## config.mk

```make
export PLATFORM = sky130hd
export DESIGN_NAME = lsu_macc
export DESIGN_NICKNAME = d
export VERILOG_FILES = /design/src/rtl/lsu_macc.sv
export SDC_FILE = /design/constraint.sdc
export NUM_CORES = 1
export LEC_CHECK = 0
export BUFFER_PORTS_ARGS = -buffer_cell sky130_fd_sc_hd__buf_2
export CAP_MARGIN = 40
export CORE_MARGIN = 5
export CORE_UTILIZATION = 33
export DETAILED_ROUTE_END_ITERATION = 8
export GPL_TIMING_DRIVEN = 1
export HOLD_SLACK_MARGIN = 0.05
export PLACE_DENSITY = 0.82
export SYNTH_ARGS = -nofsm -noshare
export SYNTH_HDL_FRONTEND = slang
export SYNTH_SLANG_ARGS = --single-unit
```

## constraint.sdc

```tcl
create_clock -name clk_sys -period 3.9 [get_ports clk_sys]
set_input_delay 0.975 -clock clk_sys [delete_from_list [all_inputs] [get_ports clk_sys]]
set_output_delay 0.975 -clock clk_sys [all_outputs]
set_load 0.02 [all_outputs]
```

## src/rtl/lsu_macc.sv

```systemverilog
// -----------------------------------------------------------------------------
// lsu_macc -- memory-access stage of the 5-stage RV32I pipeline.
//
// Takes the registered EX/MEM controls, issues aligned byte/half/word loads and
// stores on a req/gnt/rvalid data bus, and stalls the front of the pipeline
// while an access is outstanding. Holds the MEM/WB register. o_wb_data also
// feeds the WB forwarding path back into execute.
//
// Build option:
//   LSU_MISALIGN_TRAP_EN  defined   : a misaligned half/word access issues no
//                                     bus request and no stall. o_misalign
//                                     pulses for one cycle and rd is not
//                                     written.
//                         undefined : o_misalign is tied low. The address is
//                                     aligned down to the access size and the
//                                     access proceeds normally.
//
// Ports:
//   clk_sys, rst_sys          clock (rising edge), async active-high reset
//   i_pip_flush               zero the MEM/WB register (ignored while stalled)
//   i_rd_wen, i_rd_addr       destination write enable / index from EX
//   i_mem_wen, i_mem_ren      store / load request (mutually exclusive)
//   i_mem_size                00 byte, 01 half, 1x word
//   i_mem_unsigned            zero-extend loads (LBU/LHU)
//   i_mem_addr, i_mem_wdata   byte address, store data
//   i_result                  ALU result for non-load instructions
//   o_dbus_*                  data bus request side
//   i_dbus_gnt, i_dbus_rvalid request accepted / read data valid
//   i_dbus_rdata              read data
//   o_stall                   hold IF/ID/EX and EX/MEM this cycle
//   o_misalign                misaligned-access pulse
//   o_rd_wen, o_rd_addr,
//   o_wb_data                 registered MEM/WB outputs
// -----------------------------------------------------------------------------
module lsu_macc (
  input  logic        clk_sys,
  input  logic        rst_sys,
  input  logic        i_pip_flush,
  input  logic        i_rd_wen,
  input  logic [4:0]  i_rd_addr,
  input  logic        i_mem_wen,
  input  logic        i_mem_ren,
  input  logic [1:0]  i_mem_size,
  input  logic        i_mem_unsigned,
  input  logic [31:0] i_mem_addr,
  input  logic [31:0] i_mem_wdata,
  input  logic [31:0] i_result,
  output logic        o_dbus_req,
  output logic        o_dbus_we,
  output logic [31:0] o_dbus_addr,
  output logic [3:0]  o_dbus_be,
  output logic [31:0] o_dbus_wdata,
  input  logic        i_dbus_gnt,
  input  logic        i_dbus_rvalid,
  input  logic [31:0] i_dbus_rdata,
  output logic        o_stall,
  output logic        o_misalign,
  output logic        o_rd_wen,
  output logic [4:0]  o_rd_addr,
  output logic [31:0] o_wb_data
);

  typedef enum logic [1:0] {
    ST_IDLE  = 2'd0,
    ST_REQ   = 2'd1,
    ST_RWAIT = 2'd2
  } state_e;

  state_e state_q, state_d;

  logic        is_word, is_half;
  logic        mem_op, misaligned, access;
  logic [1:0]  lane_off;

  assign is_word = i_mem_size[1];              // 10 and 11 are both word
  assign is_half = (i_mem_size == 2'b01);
  assign mem_op  = i_mem_wen | i_mem_ren;

`ifdef LSU_MISALIGN_TRAP_EN
  assign misaligned = mem_op & ((is_half & i_mem_addr[0]) |
                                (is_word & (|i_mem_addr[1:0])));
  assign lane_off   = i_mem_addr[1:0];
`else
  // Misaligned accesses are silently aligned down to the access size.
  assign misaligned = 1'b0;
  assign lane_off   = is_word ? 2'b00 :
                      is_half ? {i_mem_addr[1], 1'b0} : i_mem_addr[1:0];
`endif

  assign access = mem_op & ~misaligned;

  // ---------------------------------------------------------------------------
  // Access FSM: next state and stall.
  // ---------------------------------------------------------------------------
  logic store_done;
  assign store_done = i_mem_wen & i_dbus_gnt;  // a granted store needs no reply

  always_comb begin
    // NOTE: every signal driven here gets a default first so no path can leave
    // it unassigned and infer a latch.
    state_d = state_q;
    o_stall = 1'b0;
    unique case (state_q)
      ST_IDLE: begin
        if (access) begin
          o_stall = ~store_done;
          if (i_dbus_gnt) state_d = i_mem_wen ? ST_IDLE : ST_RWAIT;
          else            state_d = ST_REQ;
        end
      end
      ST_REQ: begin
        o_stall = ~store_done;
        if (i_dbus_gnt) state_d = i_mem_wen ? ST_IDLE : ST_RWAIT;
      end
      ST_RWAIT: begin
        o_stall = ~i_dbus_rvalid;
        if (i_dbus_rvalid) state_d = ST_IDLE;
      end
      default: state_d = ST_IDLE;
    endcase
  end

  always_ff @(posedge clk_sys or posedge rst_sys) begin
    // NOTE: sequential state is updated with non-blocking assignments so every
    // register samples the pre-edge values regardless of statement order.
    if (rst_sys) state_q <= ST_IDLE;
    else         state_q <= state_d;
  end

  // ---------------------------------------------------------------------------
  // Bus request side. Request is forced low during reset so a dropped
  // transaction is never re-issued while the stage is being cleared.
  // ---------------------------------------------------------------------------
  assign o_dbus_req  = ~rst_sys & (((state_q == ST_IDLE) & access) |
                                   (state_q == ST_REQ));
  assign o_dbus_we   = i_mem_wen;
  assign o_dbus_addr = {i_mem_addr[31:2], 2'b00};

  always_comb begin
    o_dbus_be    = 4'b1111;
    o_dbus_wdata = i_mem_wdata;
    if (is_half) begin
      o_dbus_be    = 4'b0011 << lane_off;
      o_dbus_wdata = {2{i_mem_wdata[15:0]}};
    end else if (!is_word) begin
      o_dbus_be    = 4'b0001 << lane_off;
      o_dbus_wdata = {4{i_mem_wdata[7:0]}};
    end
  end

  // ---------------------------------------------------------------------------
  // Load formatting: pick the addressed lane and extend it.
  // ---------------------------------------------------------------------------
  logic [7:0]  lane8;
  logic [15:0] lane16;
  logic [31:0] load_data;

  always_comb begin
    lane8  = i_dbus_rdata[7:0];
    lane16 = lane_off[1] ? i_dbus_rdata[31:16] : i_dbus_rdata[15:0];
    unique case (lane_off)
      2'd0: lane8 = i_dbus_rdata[7:0];
      2'd1: lane8 = i_dbus_rdata[15:8];
      2'd2: lane8 = i_dbus_rdata[23:16];
      2'd3: lane8 = i_dbus_rdata[31:24];
      default: lane8 = i_dbus_rdata[7:0];
    endcase

    load_data = i_dbus_rdata;
    if (is_half)
      load_data = {{16{~i_mem_unsigned & lane16[15]}}, lane16};
    else if (!is_word)
      load_data = {{24{~i_mem_unsigned & lane8[7]}}, lane8};
  end

  // ---------------------------------------------------------------------------
  // MEM/WB register. Loads only when the stage is not stalled; a flush in that
  // cycle writes zeros, a flush during a stall is dropped.
  // ---------------------------------------------------------------------------
  logic        rd_wen_q, rd_wen_d;
  logic [4:0]  rd_addr_q, rd_addr_d;
  logic [31:0] wb_data_q, wb_data_d;

  always_comb begin
    rd_wen_d  = rd_wen_q;
    rd_addr_d = rd_addr_q;
    wb_data_d = wb_data_q;
    if (!o_stall) begin
      if (i_pip_flush) begin
        rd_wen_d  = 1'b0;
        rd_addr_d = 5'd0;
        wb_data_d = 32'd0;
      end else begin
        rd_wen_d  = i_rd_wen & ~misaligned;
        rd_addr_d = i_rd_addr;
        wb_data_d = (i_mem_ren & ~misaligned) ? load_data : i_result;
      end
    end
  end

  always_ff @(posedge clk_sys or posedge rst_sys) begin
    if (rst_sys) begin
      rd_wen_q  <= 1'b0;
      rd_addr_q <= 5'd0;
      wb_data_q <= 32'd0;
    end else begin
      rd_wen_q  <= rd_wen_d;
      rd_addr_q <= rd_addr_d;
      wb_data_q <= wb_data_d;
    end
  end

  assign o_rd_wen  = rd_wen_q;
  assign o_rd_addr = rd_addr_q;
  assign o_wb_data = wb_data_q;

`ifdef LSU_MISALIGN_TRAP_EN
  logic misalign_q, misalign_d;

  // One-cycle pulse; a flushed instruction does not report a trap.
  assign misalign_d = misaligned & ~o_stall & ~i_pip_flush;

  always_ff @(posedge clk_sys or posedge rst_sys) begin
    if (rst_sys) misalign_q <= 1'b0;
    else         misalign_q <= misalign_d;
  end

  assign o_misalign = misalign_q;
`else
  assign o_misalign = 1'b0;
`endif

endmodule

```

[Yosys cells after proc, flatten, opt, wreduce, memory -nomap -nowiden]
Cells that the tools add are included.
W data, S select, Z words.
Word-level totals
  output and inout port bits: 110
  input port bits: 144
  logic and storage cells: 51
  bits in registers: 40
Operators by class
  equality and inequality tests: 9
  bitwise gates (word level): 11
  shifts and indexed selects: 2
  reduce and logical (&&, ||, !) cells: 3
  multiplexer cells: 22
Operators with widths (count)
  $mux W32: 6
  $pmux W8 S4: 1
  $mux W16: 1
  $mux W2: 6
  $mux W4: 2
  $eq A2 B1 Y1 const B: 3
  $eq A2 B2 Y1 const B: 3
  $ne A2 B2 Y1 const B: 3
  $pmux W2 S3: 1
  $and A1 B1 Y1: 5
  $mux W5: 1
  $logic_not A2 Y1: 2
  $not A1 Y1: 4
  $shl A1 B2 Y4 const A: 1
  $shl A2 B2 Y4 const A: 1
  $mux W1: 3
  $pmux W1 S3: 1
  $reduce_and A3 Y1: 1
  $or A1 B1 Y1: 2

[Longest topological paths before layout]
Gate-level depths: netlist of the first run.
  depth after elaboration: 10
  depth in mapped cells: 12
  mapped depth without buffers: 8

[Worst setup path after synthesis of the first run]
OpenSTA, ideal clock, no wires.
  kind: input-to-output
  from: input port i_mem_addr[1]
  to: output port o_dbus_be[0]
  path buffers: 4
  data arrival time: 2487 ps
  slack: 438 ps
  required time: 2925 ps
  stages on the path: 8
  path through: clkbuf_1 -> nand2b_1 -> clkbuf_1 -> buf_2 -> ha_1 -> clkbuf_1 -> nor2_1 -> inv_1
Between the ends
  word-level cells in the longest chain between the ends: 4
  elaborated cells on any way between the ends: 5
  those cells by class: shift: 2; mux: 3
Ends and longest elaborated chain
  start: declaration: line 45  | input logic [31:0] i_mem_addr,
  $mux W2 *: line 86  | assign lane_off = is_word ? 2'b00 :
  $shl A1 B2 Y4: line 146  | o_dbus_be = 4'b0001 << lane_off;
  $mux W4: line 145  | end else if (!is_word) begin
  $mux W4 *: line 142  | if (is_half) begin
  end: declaration: line 51  | output logic [3:0] o_dbus_be,
Every way passes the cells marked *; elsewhere a longest branch is shown, timed or not.

[Final worst setup path of the first run]
  from: input port i_mem_size[1]
  to: output port o_dbus_be[0]
Between the ends
  word-level cells in the longest chain between the ends: 6
  elaborated cells on any way between the ends: 7
  those cells by class: eq/ne: 1; shift: 2; mux: 4
Ends and longest elaborated chain
  start: declaration: line 43  | input logic [1:0] i_mem_size,
  $eq A2 B1 Y1: line 76  | assign is_half = (i_mem_size == 2'b01);
  $mux W1: line 87  | is_half ? {i_mem_addr[1], 1'b0} : i_mem_addr[1:0];
  $mux W2: line 86
  $shl A1 B2 Y4: line 146
  $mux W4: line 145
  $mux W4 *: line 142
Marks and branches as above.

==> flow_summary.json, run 1 <==
{
  "syn_to_final_growth_pct": 27.0,
  "grt_use_met3_pct": 5.53,
  "setup_violations": 0,
  "final_common_cell": "buf_2",
  "worstMarginPinSlew_ns": 0.634,
  "status": "finished clean",
  "max_cap_violations": 0,
  "clock_power_share_pct": 19.8,
  "p_int_w": 0.000803,
  "fin_skew_ns": 0.00882,
  "die_y_um": 106,
  "leakagePower_nw": 1.99,
  "drtAntennaViolNets": 0,
  "postSynthAreaPerCell_um2": 8.23,
  "final-max-slew-violation-count": 0,
  "cp-end-kind": "output pin",
  "critPathKind": "in -> out",
  "slowest_stage": "ha_1",
  "dp_worst_setup_slack_ns": 0.549,
  "max_slew_margin_pct": 57.6,
  "fin_crit_sh_pct": 86.4,
  "cts_tree": "done",
  "pin_count": 254,
  "syn-cell-area_um2": 3070,
  "routabilityCongestion": 0.837,
  "top_usage_layer": "met2",
  "clock_sinks": 40,
  "ys_ff_latch": 40,
  "diodes": 0,
  "ys_seq_area_share_pct": 32.6,
  "async_flop_share_pct": 100,
  "ctsHoldBuffers": 0,
  "synth_warnings": 0,
  "critPathMaxFanout": 16,
  "ys_top_cells_by_area": "dfrtp_1 33%, buf_4 10%, a22oi_1 9.5%",
  "cts_setup_buffers": 0,
  "fillers": 925,
  "crit_path_start_kind": "input port",
  "rsz0062_at_grt": "no",
  "drc": 0,
  "grt_pass1_vias": 3400,
  "cts_buffer_depth": 2,
  "finalHoldViolations": 0,
  "port_buffers": 190,
  "min_path_type": "reg -> reg",
  "start_util_pct": 33.5,
  "grt_max_degree": 47,
  "drt_wl_total_um": 11500,
  "clk_pin_slew_ns": 0.07,
  "num_rows": 35,
  "max_freq_mhz": 297,
  "setup_slack_ns": 0.531,
  "core_region_area_um2": 9150,
  "grt_use_met2_pct": 34.8,
  "antenna_found_initial": 2,
  "cts_resized": 0,
  "p_per_area_nw_per_um2": 336,
  "cp.arrival_ns": 2.39,
  "total_power_w": 0.00131,
  "netlist-cell-type-count": 37,
  "swShare_pct": 38.7,
  "nets": 659,
  "wl_per_cell_um": 18.5,
  "p_seq_share_pct": 39.3,
  "die_w_um": 106,
  "drive_gt1_share_pct": 44.0,
  "fin_crit_ns": 3.37,
  "grt_overflow": 0,
  "dp_hpwl_um": 9490,
  "num_vias": 3367,
  "grt_pass1_wl_um": 17300,
  "synth_top_cell_area_share_pct": 32.6,
  "numCtsBuffers": 5,
  "gr-usage-met1_pct": 21.4,
  "crit_required_ns": 2.92,
  "dr.pass1.iters": 5,
  "clk_latency_ns": 0.29,
  "synth_cells": 373,
  "mostFrequentLayoutCells": "190 x buf_2, 41 x o21ai_0, 40 x dfrtp_1",
  "h-tree-depth": 2,
  "tns_ns": 0,
  "dieArea_um2": 11300,
  "grt_util_all_layers_pct": 19.1,
  "p_comb_share_pct": 40.9,
  "drt_iter0_drc": 172,
  "clk_root_buffer_cell": "clkbuf_8",
  "path_common_cell": "buf_2",
  "power_switching_w": 0.000506,
  "vdd_drop_max_mv": 0.169,
  "crit_chain": "buf_2 -> nand2b_1 -> ha_1 -> nor2_1 -> buf_4 -> inv_1 -> buf_2",
  "max_stage_delay_ns": 0.43,
  "ys.flop_type": "dfrtp_1",
  "synth.largest_area_cell": "dfrtp_1",
  "synth_edf_count": 0,
  "viasPerCell": 5.41
}
-- worst max-delay path: cells and delay by family --
family                   cells  cell delay [ns]
adder cells (fa/ha/maj)      1             0.43
AND/OR/NAND/NOR              2             0.31
buffers and inverters        4             0.67
-- logic make-up (layout without fill, tap and decap cells) --
group / count (synthesis) / after routing / share of synthesized area, %
other: 1 / 3 / 0.122
AO/OA/AOI/OAI: 134 / 134 / 28.7
buffers and inverters: 85 / 221 / 15.9
flip-flops: 40 / 40 / 32.6
multiplexers: 25 / 25 / 8.81
adder cells (fa/ha/maj): 4 / 4 / 1.63
AND/OR/NAND/NOR: 84 / 84 / 12.2
-- flip-flops by register name, indices dropped and copies added, names as in the netlist --
name,count
o_rd_addr,5
o_rd_wen,1
o_wb_data,32
state_q,2
-- layer usage --
layer / share of wire (%) / wire (µm)
met5: 0.24 / 27
met4: 2.0 / 235
met3: 8.9 / 1030
met2: 52 / 5930
met1: 37 / 4270
-- cell type report --
| type | count | area, µm² | share of cell area, % |
|---|---|---|---|
| multi-input cells | 250 | 1600 | 41.1 |
| repair buffers | 200 | 1030 | 26.3 |
| flip-flops and latches | 40 | 1000 | 25.7 |
| well taps | 111 | 139 | 3.56 |
| clock buffers | 6 | 72.6 | 1.86 |
| inverters | 14 | 52.6 | 1.35 |
| clock inverters | 1 | 5.00 | 0.128 |
-- path summary, 6_finish.rpt --
kind	start	to	slack, ns	depth (start not counted)
setup / recovery	i_mem_size[1]	o_dbus_be[0]	0.53	7
hold / removal	o_rd_addr[4]$_DFFE_PP0N_	o_rd_addr[4]$_DFFE_PP0N_	0.48	2
setup reg to reg	state_q[0]$_DFFE_PP0P_	o_wb_data[0]$_DFFE_PP0N_	1.75	5
hold reg to reg	o_rd_addr[4]$_DFFE_PP0N_	o_rd_addr[4]$_DFFE_PP0N_	0.48	2
max in group asynchronous	rst_sys	o_wb_data[24]$_DFFE_PP0N_	2.74	3
min in group asynchronous	rst_sys	state_q[0]$_DFFE_PP0P_	0.80	3
-- cells in the mapped netlist, types with 2 or more instances --
library cell and count:
or3_1 2, ha_1 4, nand3_1 8, o21ai_0 41
nand2_1 30, mux2_2 16, o31ai_1 8, nor2_1 27
buf_1 5, o21a_1 2, buf_4 42, mux2i_1 9
or2_2 2, dfrtp_1 40, nor3_1 3, a22oi_1 39
o22a_1 7, nand2b_1 7, inv_1 13, clkbuf_1 16
o22ai_1 14, nor3b_1 2, buf_2 7, a2bb2oi_1 7
a21oi_1 10
-- per-stage QoR --
step	area (µm²)	std cells	utilization, %	hold slack (ns)
after floorplan	3080	375	-	0.468
after global placement	3810	614	41.7	0.463
after detailed placement	3820	615	41.7	0.469
after CTS	3900	622	42.6	0.486
after global routing	3900	622	42.6	0.509
final	3900	622	42.6	0.477
-- power by group through the flow --
stage	registers [W]	logic (W)	clock network (W)
after floorplan	0.000597	0.000289	0
after global routing	0.000522	0.000582	0.000283
after global placement	0.000519	0.000531	0
after CTS	0.000515	0.000543	0.000266
after detailed placement	0.000523	0.000542	0
final	0.000514	0.000535	0.000260
(Power assumes the default switching activity.)
==> run 2, diff against run 1 <==
--- a/config.mk
+++ b/config.mk
@@ -7,6 +7,7 @@
 export LEC_CHECK = 0
 export BUFFER_PORTS_ARGS = -buffer_cell sky130_fd_sc_hd__buf_2
 export CAP_MARGIN = 40
+export CORE_ASPECT_RATIO = 0.7
 export CORE_MARGIN = 5
 export CORE_UTILIZATION = 33
 export DETAILED_ROUTE_END_ITERATION = 8
@@ -16,3 +17,4 @@
 export SYNTH_ARGS = -nofsm -noshare
 export SYNTH_HDL_FRONTEND = slang
 export SYNTH_SLANG_ARGS = --single-unit
+export TNS_END_PERCENT = 20
==> flow_summary.json, run 2 (same netlist as run 1, synthesis figures left out) <==
{
  "status": "finished clean",
  "cts_buffer_depth": 2,
  "setup_violations": 0,
  "max_slew_margin_pct": 44.6,
  "cts_setup_buffers": 0,
  "r2r_slack_ns": 1.72,
  "grt_max_degree": 47,
  "num_vias": 3427,
  "total_power_w": 0.00151,
  "numCtsBuffers": 5,
  "dieArea_um2": 11400,
  "die_w_um": 125,
  "p_seq_share_pct": 33.9,
  "dp_hpwl_um": 10100,
  "nets": 660,
  "syn_to_final_growth_pct": 30.8,
  "largest_reg_flops": 32,
  "p_per_area_nw_per_um2": 377,
  "fin_skew_ns": 0.00188,
  "port_buffers": 190,
  "grt_pass1_vias": 3484,
  "ctsHoldBuffers": 0,
  "cts_resized": 0,
  "crit_chain": "buf_2 -> nand2b_1 -> inv_1 -> ha_1 -> a21oi_1 -> nand2_1 -> buf_2",
  "drtAntennaViolNets": 0,
  "tns_ns": 0,
  "clk_pin_slew_ns": 0.06,
  "cp_num_buf_inv": 3,
  "fin_crit_ns": 3.32,
  "die_y_um": 90.7,
  "clk_root_buffer_cell": "clkbuf_16",
  "start_util_pct": 33.8,
  "drt_wl_total_um": 12100,
  "dpl_cell_area_um2": 3840,
  "clk_latency_ns": 0.28,
  "cts_tree": "done",
  "antenna_found_initial": 6,
  "worstMarginPinSlew_ns": 0.829,
  "mostFrequentLayoutCells": "190 x buf_2, 41 x o21ai_0, 40 x dfrtp_1",
  "final-max-slew-violation-count": 0,
  "grt_util_all_layers_pct": 20.3,
  "drc": 0,
  "path_common_cell": "buf_2",
  "slowest_stage": "ha_1",
  "pin_count": 254,
  "max_freq_mhz": 301,
  "h-tree-depth": 2,
  "grt_overflow": 0,
  "clock_sinks": 40,
  "dr.pass1.iters": 5,
  "final_common_cell": "buf_2",
  "drt_iter0_drc": 199,
  "cp-end-kind": "output pin",
  "leakagePower_nw": 2.04,
  "num_rows": 29,
  "crit_required_ns": 2.92,
  "rsz0062_at_grt": "no",
  "max_cap_violations": 0,
  "routabilityCongestion": 0.988,
  "fin_crit_sh_pct": 85.2,
  "drive_gt1_share_pct": 44.6,
  "finalHoldViolations": 0,
  "grt_pass1_wl_um": 18600,
  "power_switching_w": 0.000532,
  "viasPerCell": 5.37,
  "max_stage_delay_ns": 0.36,
  "p_int_w": 0.000983,
  "stdcell_area_um2": 4010,
  "cp.arrival_ns": 2.35,
  "wl_per_cell_um": 19.0,
  "clock_power_share_pct": 30.4,
  "critPathKind": "in -> out",
  "p_comb_share_pct": 35.7,
  "critPathMaxFanout": 20,
  "vdd_drop_max_mv": 0.156,
  "swShare_pct": 35.1,
  "core_region_area_um2": 9070,
  "path_delay_family": "buffers and inverters",
  "min_path_type": "reg -> reg",
  "crit_path_start_kind": "input port"
}
[run 2: cell types whose count changed in the layout (fill, tap and decap cells not counted)]
cell and change:
clkbuf_16 +5, clkinv_1 -1, buf_4 +1, inv_2 +1, clkbuf_1 -1, clkinvlp_4 +1, diode_2 +1, bufinv_16 +1
clkbuf_8 -5
[run 2: per-layer routing]
| metal | GRT usage, % | wire [µm] | vias up |
|---|---|---|---|
| met5 | 0 | 49 | - |
| met4 | 7.04 | 360 | 10 |
| met3 | 8.75 | 1140 | 36 |
| met2 | 34.7 | 5830 | 194 |
| met1 | 22.7 | 4730 | 1607 |
| li1 | - | - | 1580 |
[run 2: path summary, 6_finish.rpt]
| kind | from | endpoint | depth (start not counted) |
|---|---|---|---|
| min | o_rd_wen$_DFFE_PP0N_ | o_rd_wen$_DFFE_PP0N_ | 2 |
| min reg2reg | o_rd_wen$_DFFE_PP0N_ | o_rd_wen$_DFFE_PP0N_ | 2 |
| max in group asynchronous | rst_sys | o_wb_data[11]$_DFFE_PP0N_ | 2 |
| max reg2reg | state_q[0]$_DFFE_PP0P_ | o_wb_data[3]$_DFFE_PP0N_ | 5 |
| max | i_mem_addr[1] | o_dbus_be[3] | 7 |
| min in group asynchronous | rst_sys | state_q[0]$_DFFE_PP0P_ | 2 |
[run 2: metrics by stage]
step	utilization [%]	hold slack [ns]	setup WS [ns]	std cells
3_3_place_gp	42.3	0.459	0.691	628
4_1_cts	44.2	0.486	0.615	637
5_1_grt	44.2	0.513	0.478	638
6_report	44.2	0.477	0.578	638
2_1_floorplan	-	0.468	0.438	375
3_5_place_dp	42.4	0.471	0.618	629
[run 2: power groups by stage]
stage / combinational, W / sequential, W / clock (W)
2_1_floorplan: 0.000289 / 0.000597 / 0
3_3_place_gp: 0.000530 / 0.000518 / 0
3_5_place_dp: 0.000543 / 0.000521 / 0
4_1_cts: 0.000543 / 0.000515 / 0.000466
5_1_grt: 0.000584 / 0.000522 / 0.000493
6_report: 0.000540 / 0.000514 / 0.000460
[run 2: worst reg2reg max path, cell delays in order, from the launching register on]
cell     delay [ns]
dfrtp_1        0.41
or3_1          0.42
a21o_1         0.19
buf_4          0.28
or3_1          0.50
o31ai_1        0.30
[run 2: layout make-up]
class	count	area, µm²
Timing Repair Buffer	201	1030
Tap cell	124	155
Clock buffer	5	125
Fill cell	928	5060
Multi-Input combinational cell	250	1600
Clock inverter	3	42.5
Inverter	14	52.6
Sequential cell	40	1000
Antenna cell	1	2.50
==> run 3, diff against run 2 <==
--- a/config.mk
+++ b/config.mk
@@ -13,7 +13,7 @@
 export DETAILED_ROUTE_END_ITERATION = 8
 export GPL_TIMING_DRIVEN = 1
 export HOLD_SLACK_MARGIN = 0.05
-export PLACE_DENSITY = 0.82
+export PLACE_DENSITY = 0.66
 export SYNTH_ARGS = -nofsm -noshare
 export SYNTH_HDL_FRONTEND = slang
 export SYNTH_SLANG_ARGS = --single-unit
==> flow_summary.json, run 3 (same netlist as run 1, synthesis figures left out) <==
{
  "max_slew_margin_pct": 53.0,
  "numCtsBuffers": 5,
  "drc": 0,
  "grt_pass1_wl_um": 17900,
  "routabilityCongestion": 0.895,
  "clk_latency_ns": 0.28,
  "total_power_w": 0.00144,
  "drtAntennaViolNets": 0,
  "max_freq_mhz": 300,
  "leakagePower_nw": 2.03,
  "ctsHoldBuffers": 0,
  "tns_ns": 0,
  "syn_to_final_growth_pct": 30.0,
  "worstMarginPinSlew_ns": 0.703,
  "dieArea_um2": 11400,
  "cts_tree": "done",
  "core_region_area_um2": 9070,
  "fin_skew_ns": 0.00435,
  "drt_iter0_drc": 264,
  "diodes": 0,
  "grt_util_all_layers_pct": 19.3,
  "h-tree-depth": 2,
  "mostFrequentLayoutCells": "190 x buf_2, 41 x o21ai_0, 40 x dfrtp_1",
  "critPathMaxFanout": 9,
  "status": "finished clean",
  "clock_sinks": 40,
  "antenna_found_initial": 0,
  "p_per_area_nw_per_um2": 360,
  "dr.pass1.iters": 4,
  "crit_path_start_kind": "input port",
  "dp_hpwl_um": 9360,
  "vdd_drop_max_mv": 0.225,
  "final-max-slew-violation-count": 0,
  "rsz0062_at_grt": "no",
  "nets": 661,
  "cp-end-kind": "output pin",
  "fin_crit_sh_pct": 85.5,
  "crit_required_ns": 2.92,
  "num_rows": 29,
  "drive_gt1_share_pct": 44.4,
  "critPathKind": "in -> out",
  "fin_crit_ns": 3.33,
  "viasPerCell": 5.21,
  "die_y_um": 90.7,
  "port_buffers": 190,
  "drt_wl_total_um": 11400,
  "pin_count": 254,
  "cts_resized": 0,
  "die_w_um": 125,
  "grt_pass1_vias": 3405,
  "clk_pin_slew_ns": 0.05,
  "largest_reg_flops": 32,
  "finalHoldViolations": 0,
  "final_common_cell": "buf_2",
  "rr_worst_depth": 5,
  "cts_buffer_depth": 2,
  "cp.arrival_ns": 2.36,
  "setup_violations": 0,
  "grt_overflow": 0,
  "min_path_type": "reg -> reg",
  "hold_slack_ns": 0.469,
  "max_cap_violations": 0,
  "grt_max_degree": 47,
  "wl_per_cell_um": 17.9,
  "whs_path_depth": 2,
  "cts_setup_buffers": 0,
  "num_vias": 3317,
  "clk_root_buffer_cell": "clkbuf_16",
  "start_util_pct": 33.8,
  "utilization_pct": 44.0
}
-- run 3: path summary, 6_finish.rpt --
| check | startpoint | endpoint | slack (ns) |
|---|---|---|---|
| max | i_mem_size[1] | o_dbus_be[1] | 0.57 |
| min | o_wb_data[7]$_DFFE_PP0N_ | o_wb_data[7]$_DFFE_PP0N_ | 0.47 |
| max reg2reg | state_q[0]$_DFFE_PP0P_ | o_wb_data[3]$_DFFE_PP0N_ | 1.72 |
| min reg2reg | o_wb_data[7]$_DFFE_PP0N_ | o_wb_data[7]$_DFFE_PP0N_ | 0.47 |
| max in group asynchronous | rst_sys | o_wb_data[15]$_DFFE_PP0N_ | 2.71 |
| min in group asynchronous | rst_sys | state_q[0]$_DFFE_PP0P_ | 0.82 |
-- run 3: area by class of cell --
cell class | count | area [µm²]
Fill cell | 937 | 5080
Multi-Input combinational cell | 250 | 1600
Sequential cell | 40 | 1000
Inverter | 14 | 52.6
Timing Repair Buffer | 202 | 1040
Tap cell | 124 | 155
Clock buffer | 5 | 125
Clock inverter | 2 | 12.5
-- run 3: per-stage QoR --
stage               area [µm²]  std cells  worst slack (ns)
floorplan                 3080        375             0.438
finish                    3990        637             0.566
CTS                       3990        637             0.582
detailed placement        3850        630             0.586
global placement          3840        629             0.663
global route              3990        637             0.444
-- run 3: routing by layer --
layer	wire length (µm)	track usage (%)
met1	4740	24.6
met2	5430	32.5
met3	1130	6.15
met4	76	3.34
met5	0	0
-- run 3: power breakdown --
group	leakage (nW)	internal [W]	total, W	switching, W
Sequential	0.525	0.000479	0.000512	0.0000329
Clock	0.0657	0.000232	0.000389	0.000157
Combinational	1.44	0.000204	0.000537	0.000333
-- run 3: worst max-delay path, cell delays in order --
cell,delay [ns]
buf_2,0.17
nor2_1,0.15
nand2_1,0.16
inv_1,0.13
ha_1,0.37
o21ai_0,0.15
nand2_1,0.10
buf_2,0.16
